**src/rtl/fright_mode_ctrl.sv**
```systemverilog
// rtl/fright_mode_ctrl.sv - per-ghost NORMAL/FRIGHT/EATEN controller with pacman proximity check
// Optional macro FRIGHT_BLINK_EN: ghost_flash blinks every 8 frame ticks inside the flash window.
module fright_mode_ctrl #(
  parameter int FRIGHT_FRAMES  = 200,
  parameter int FLASH_FRAMES   = 60,
  parameter int RESPAWN_FRAMES = 120,
  parameter int HIT_RADIUS     = 12
) (
  input  logic       clk,
  input  logic       reset,
  input  logic       frame_tick,
  input  logic       big_pellet_eaten,
  input  logic       win,
  input  logic [9:0] pacX,
  input  logic [9:0] pacY,
  input  logic [9:0] ghostX,
  input  logic [9:0] ghostY,
  output logic [7:0] ghost_survival_timer,
  output logic       slow_ghost_intercept,
  output logic [1:0] ghost_state,
  output logic       ghost_flash,
  output logic       pacman_caught
);

  typedef enum logic [1:0] {
    NORMAL = 2'b00,
    FRIGHT = 2'b01,
    EATEN  = 2'b10
  } state_t;

  localparam logic [7:0]  FRIGHT_LOAD  = 8'(FRIGHT_FRAMES);
  localparam logic [7:0]  RESPAWN_LOAD = 8'(RESPAWN_FRAMES);
  localparam logic [7:0]  FLASH_LIMIT  = 8'(FLASH_FRAMES);
  localparam logic [10:0] RADIUS       = 11'(HIT_RADIUS);

  state_t      state, state_n;
  logic [7:0]  timer, timer_n;
  logic        caught_lock, lock_n;
  logic        intercept_n, caught_n, flash_n, in_window_n;
  logic [10:0] dx, dy;
  logic        hit;

  // Widened to 11 bits so the difference never wraps at the screen edges.
  assign dx  = (pacX >= ghostX) ? ({1'b0, pacX} - {1'b0, ghostX}) : ({1'b0, ghostX} - {1'b0, pacX});
  assign dy  = (pacY >= ghostY) ? ({1'b0, pacY} - {1'b0, ghostY}) : ({1'b0, ghostY} - {1'b0, pacY});
  assign hit = (dx < RADIUS) && (dy < RADIUS);

  always_comb begin
    state_n     = state;
    timer_n     = timer;
    lock_n      = caught_lock;
    intercept_n = 1'b0;
    caught_n    = 1'b0;
    if (!win) begin
      case (state)
        NORMAL: begin
          timer_n = 8'd0;
          if (big_pellet_eaten) begin
            state_n = FRIGHT;
            timer_n = FRIGHT_LOAD;
            if (!hit) lock_n = 1'b0;
          end else if (hit && !caught_lock) begin
            caught_n = 1'b1;
            lock_n   = 1'b1;
          end else if (!hit) begin
            lock_n = 1'b0;
          end
        end
        FRIGHT: begin
          if (hit) begin
            state_n     = EATEN;
            timer_n     = RESPAWN_LOAD;
            intercept_n = 1'b1;
          end else if (big_pellet_eaten) begin
            timer_n = FRIGHT_LOAD;
          end else if (frame_tick) begin
            if (timer <= 8'd1) begin
              state_n = NORMAL;
              timer_n = 8'd0;
              lock_n  = 1'b0;
            end else begin
              timer_n = timer - 8'd1;
            end
          end
        end
        EATEN: begin
          if (frame_tick) begin
            if (timer <= 8'd1) begin
              state_n = NORMAL;
              timer_n = 8'd0;
              lock_n  = hit;
            end else begin
              timer_n = timer - 8'd1;
            end
          end
        end
        default: begin
          state_n = NORMAL;
          timer_n = 8'd0;
          lock_n  = 1'b0;
        end
      endcase
    end
  end

  // Flash is derived from the next state/timer so it lines up with the registered outputs.
  assign in_window_n = (state_n == FRIGHT) && (timer_n != 8'd0) && (timer_n <= FLASH_LIMIT);

`ifdef FRIGHT_BLINK_EN
  logic [2:0] blink_cnt, blink_cnt_n;
  logic       blink_phase, blink_phase_n;
  logic       in_window;

  always_comb begin
    blink_cnt_n   = blink_cnt;
    blink_phase_n = blink_phase;
    if (!in_window_n || !in_window) begin
      blink_cnt_n   = 3'd0;
      blink_phase_n = 1'b1;
    end else if (frame_tick && !win) begin
      blink_cnt_n = blink_cnt + 3'd1;
      if (blink_cnt == 3'd7) blink_phase_n = ~blink_phase;
    end
  end

  always_ff @(posedge clk) begin
    if (reset) begin
      blink_cnt   <= 3'd0;
      blink_phase <= 1'b1;
      in_window   <= 1'b0;
    end else begin
      blink_cnt   <= blink_cnt_n;
      blink_phase <= blink_phase_n;
      in_window   <= in_window_n;
    end
  end

  assign flash_n = in_window_n && blink_phase_n;
`else
  assign flash_n = in_window_n;
`endif

  always_ff @(posedge clk) begin
    if (reset) begin
      state                <= NORMAL;
      timer                <= 8'd0;
      caught_lock          <= 1'b0;
      slow_ghost_intercept <= 1'b0;
      pacman_caught        <= 1'b0;
      ghost_flash          <= 1'b0;
    end else begin
      state                <= state_n;
      timer                <= timer_n;
      caught_lock          <= lock_n;
      slow_ghost_intercept <= intercept_n;
      pacman_caught        <= caught_n;
      ghost_flash          <= flash_n;
    end
  end

  assign ghost_state          = state;
  assign ghost_survival_timer = timer;

endmodule

```
**config.mk**
```make
export PLATFORM = sky130hd
export DESIGN_NAME = fright_mode_ctrl
export DESIGN_NICKNAME = d
export VERILOG_FILES = /design/src/rtl/fright_mode_ctrl.sv
export SDC_FILE = /design/constraint.sdc
export NUM_CORES = 1
export LEC_CHECK = 0
export ABC_CLOCK_PERIOD_IN_PS = 5500
export CORE_MARGIN = 2
export CORE_UTILIZATION = 45
export DETAILED_ROUTE_END_ITERATION = 8
export PLACE_DENSITY = 0.71
export RECOVER_POWER = 25
export SETUP_SLACK_MARGIN = 0.02
export SLEW_MARGIN = 10
export SYNTH_ARGS = -nofsm -noshare
export SYNTH_HDL_FRONTEND = slang
export SYNTH_SLANG_ARGS = --single-unit
```
**constraint.sdc**
```tcl
create_clock -name clk -period 5.5 [get_ports clk]
set_input_delay 0.825 -clock clk [delete_from_list [all_inputs] [get_ports clk]]
set_output_delay 0.825 -clock clk [all_outputs]
set_load 0.03 [all_outputs]
```
Word-level counts from Yosys, hierarchy flattened

Cells that the tools add are included.

Bits in registers: 14
Bits of input ports: 45
Output and inout bits: 13
Logic and storage cells: 67

$add $sub $neg: 5
$lt $le $gt $ge: 6
Equal/unequal tests: 9
Multiplexer cells: 28
Bitwise operators: 3
Reduce and logical (&&, ||, !) cells: 10

Operators by type and width:

| operator                                             | count |
|---|---|
| two-way mux 8 bit                                    | 6 |
| subtractor 10 x 10 -> 11 bit                         | 4 |
| one-hot mux 8 bit (3 select lines)                   | 1 |
| < comparator 11 x 4 -> 1 bit (second input constant) | 2 |
| two-way mux 11 bit                                   | 2 |
| greater-or-equal comparator 10 bit                   | 2 |
| two-way mux 2 bit                                    | 6 |
| != test 2 bit (second input constant)                | 6 |
| two-way mux 1 bit                                    | 11 |
| <= comparator 8 x 1 -> 1 bit (second input constant) | 1 |
| <= comparator 8 x 6 -> 1 bit (second input constant) | 1 |
| nonzero test 8 bit                                   | 1 |
| subtractor 8 x 1 -> 8 bit (second input constant)    | 1 |
| AND reduction 7 bit                                  | 1 |
| one-hot mux 2 bit (3 select lines)                   | 1 |
| equality test 2 x 1 -> 1 bit (second input constant) | 2 |
| logical AND 1 bit                                    | 4 |
| OR reduction 4 bit                                   | 1 |
| NOT 1 bit                                            | 3 |
| one-hot mux 1 bit (3 select lines)                   | 1 |
| OR reduction 3 bit                                   | 1 |
| equality test 2 bit (second input constant)          | 1 |
| logical NOT 2 bit                                    | 1 |
| logical NOT 1 bit                                    | 1 |

Logic depth before layout (Yosys ltp)

Depth after elaboration: 10
Gate-level depth with buffers: 14
Gate-level depth less buffers: 12

Worst setup path after synthesis

OpenSTA, ideal clock, no wires.

Path kind: input port to flip-flop
From: input port pacY[4]
To: register ghost_flash
Setup time: 88 ps
Arrival time: 3586 ps
Required time: 5412 ps
Setup slack: 1826 ps
Stages: 13
Path buffers: 1
Cells stage by stage: inv_1 > ha_1 > buf_6 > nand4_2 > o21bai_1 > a221o_1 > or4_4 > and3_4 > a211oi_2 > a211oi_2 > or3_1 > a31o_1 > a311oi_2

Cells in the longest elaborated chain, start to end: 10
Elaborated cells on any way between the ends: 17
Classes of those cells: 2 x add/sub; 3 x order compare; 1 x eq/ne; 7 x mux; 4 x reduce/logical

RTL lines:

| item                                                                               | RTL line | source |
|---|---|---|
| from (decl)                                                                        | 15       | `input logic [9:0] pacY,` |
| subtractor 10 x 10 -> 11 bit or greater-or-equal comparator 10 bit (tied branches) | 45       | `assign dy = (pacY >= ghostY) ? ({1'b0, pacY} - {1'b0, ghostY}) : ({1'b0, ghostY} - {1'b0, pacY});` |
| two-way mux 11 bit *                                                               | 45       |  |
| < comparator 11 x 4 -> 1 bit *                                                     | 46       | `assign hit = (dx < RADIUS) && (dy < RADIUS);` |
| logical AND 1 bit *                                                                | 46       |  |
| branches (longest 5 deep; another with <= comparator 8 x 6 -> 1 bit)               | -        |  |
| logical AND 1 bit *                                                                | 107      | `assign in_window_n = (state_n == FRIGHT) && (timer_n != 8'd0) && (timer_n <= FLASH_LIMIT);` |
| to (signal assigned)                                                               | 157      | `ghost_flash <= flash_n;` |
| to (decl)                                                                          | 21       | `output logic ghost_flash,` |

Mark *: on every way between the ends.
A chain may end at the register's enable or synchronous reset.

Worst setup path in the final report

From: input port pacY[6]
To: register ghost_flash

Same word-level chain as after synthesis.

==> flow_summary.ini <==
[clock_network]
cts_setup_buffers = 0
cts_resized = 0
clk_pin_slew_ns = 0.06
cts_sinks = 14
clock_path_buffers = 2
cts-root-buf = clkbuf_8
cts_made_buffers = 3
cts_tree = built
cts_hold_buf = 0
worstSkewPairLatency_ns = 0.26
h-tree-depth = 1

[cells_and_area]
syn_to_final_growth_pct = 20.1
n_antenna_cell = 0
post-route-cell-area_mm2 = 0.00360
fillers = 624
finalNetCount = 563
multi_input_comb_area_mm2 = 0.00241
seq_area_um2 = 280
drive_gt1_frac = 0.0295

[routing]
vias = 3166
post_drt_wl_per_cell_um = 13.8
wirelength_mm = 7.62
drtAntennaViolNets = 0
drt_iter0_markers = 210
via_per_inst = 5.75
drtPass1Iterations = 5
drc_errors = 0

[setup_path]
r2r_slack_ns = 2.13
max_stage_delay_ns = 0.55
critPathArrivalTime_ns = 4.71
cp_data_required_time_ns = 5.67
path_max_fanout = 15
crit_slowest_cell = a211oi_2
critPathMostFrequentCell = a211oi_2
cpLargestDelayFamily = compound AO/OA/AOI/OAI gates
startpoint_type = input port
path_depth = 13
path_cells = clkdlybuf4s50_1 > inv_1 > ha_1 > nand4_2 > o21bai_1 > a221o_1 > or4_4 > a21oi_1 > a211oi_2 > a211oi_2 > o21ai_0 > a211o_1 > a311oi_2
r2r_cells = 11
endpoint_kind = flop
crit_type = in2reg
crit_buf_inv = 2

[synthesis]
async_flop_share = 0
synth_mux_area_frac = 0.0204
yosysTopAreaCell = ha_1
synth_area_mm2 = 0.00300
yosys.cell_count.top_type = inv_1
synthDistinctLibCells = 67
yosysTopAreaCellShare = 0.175
synth_edf_count = 0
synthSimpleGateAreaFrac = 0.251
ys_ff_latch = 14
synth_compound_area_frac = 0.315
syn-num-nets = 524
synth_top_family_by_area = compound AO/OA/AOI/OAI gates
yosys-top-cells-area = ha_1, dfxtp_1, inv_1
synth-seq-area-share = 0.0934
syn_inst = 437
synth_common_cells = inv_1, nor2_1, ha_1
yosysWarnings = 0
syn-mean-instance-area_um2 = 6.87
synth_ff_type = dfxtp_1
synthAdderAreaFrac = 0.175
synth_xor_area_frac = 0.0409

[floorplanning]
die_y_um = 85.7
num_rows = 29
start_util = 0.470
core-area_mm2 = 0.00639
dieArea_mm2 = 0.00734
die_w_um = 85.7
io_pins = 58

[power_and_ir_drop]
switching_share = 0.419
switching_power_uw = 211
p_per_area_mw_per_mm2 = 140
p_int_uw = 292
ir_drop_mv = 0.118
power.share.clock = 0.173
p_seq_frac = 0.226
combPwrFrac = 0.601
cellLeakagePower_nw = 1.59

[sta]
hold_viol_final = 0
worstMarginPinSlew_ns = 0.840
final-setup-viol-count = 0
whs_ns = 0.496
period_share = 0.825
period_needed_ns = 4.53
setup_tns_ns = 0
fin_skew_ns = 0.00887
slew_headroom = 0.432
maxSlewViolCount = 0
rsz0062_at_grt = no
fmax_mhz = 221

[global_route]
antenna_found_initial = 0
overflow = 0
grt_pass1_wl_mm = 12.8
grt_pass1_vias = 2856
grt_start_max_net_pins = 16
grtUsageTotal = 0.207

[worst_hold_path]
min_path_type = reg2reg
holdPathStages = 2

[place]
hpwl_mm = 6.09
routabilityCongestion = 0.933
port_buffers = 57
place_area_mm2 = 0.00356

[job]
drv_cap = 0

[status]
status = completed
logic make-up after synthesis:
group,count (synthesis)
multiplexers,6
AO/OA/AOI/OAI,138
XOR/XNOR,14
AND/OR/NAND/NOR,145
buffers and inverters,78
adder cells (fa/ha/maj),42
flip-flops,14
area by class of cell:
type | instances | share of cell area
inverters | 55 | 0.0573
repair buffers | 57 | 0.158
flip-flops and latches | 14 | 0.0778
clock buffers | 3 | 0.0115
well taps | 77 | 0.0267
multi-input cells | 345 | 0.668
routing by layer:
metal  wire, um  global-route usage  vias up
met5          0                   0        -
met4         78              0.0491        0
met3        335              0.0241        7
met2       3530               0.352       85
met1       3680               0.281     1435
li1           -                   -     1639
cell usage in the layout (no fill, tap or decap), types with 9 or more instances in the layout:
master	Yosys	routed
o21ai_0	30	30
clkdlybuf4s50_1	0	51
nor2b_1	10	10
nand2b_1	9	9
dfxtp_1	14	14
ha_1	42	42
a21o_1	10	10
nand3_1	13	13
nor3_1	9	9
inv_1	54	54
nand2_1	26	26
a21oi_1	32	32
nor2_1	44	44
through the flow:
step	setup slack (ns)	total power, mW	cells	utilization
final	0.965	0.503	551	0.564
after global routing	0.672	0.542	551	0.564
after CTS	0.977	0.503	551	0.564
after detailed placement	0.719	0.414	548	0.558
after global placement	0.870	0.412	548	0.558
after floorplan	1.83	0.330	437	-
sequential cells by signal, summed over array words and instances (netlist names):
| name | cells |
|---|---|
| ghost_survival_timer | 8 |
| pacman_caught | 1 |
| ghost_state | 2 |
| ghost_flash | 1 |
| slow_ghost_intercept | 1 |
| caught_lock | 1 |
power by group through the flow:
stage	Combinational (mW)	Clock (mW)	Sequential, mW
after global routing	0.336	0.0917	0.114
after global placement	0.297	0	0.116
after detailed placement	0.298	0	0.116
after floorplan	0.211	0	0.119
after CTS	0.300	0.0893	0.114
final	0.302	0.0873	0.114
worst paths after layout:
check,startpoint,endpoint
setup reg to reg,ghost_survival_timer[0],ghost_flash
setup / recovery,pacY[6],ghost_flash
hold / removal,caught_lock,caught_lock
hold reg to reg,caught_lock,caught_lock
worst min-delay path, stage by stage, from the launching register on:
cell      delay, ns
dfxtp_1        0.32
nand2_1        0.06
a221oi_1       0.06
No activity file was read; power rests on OpenSTA's default activity.
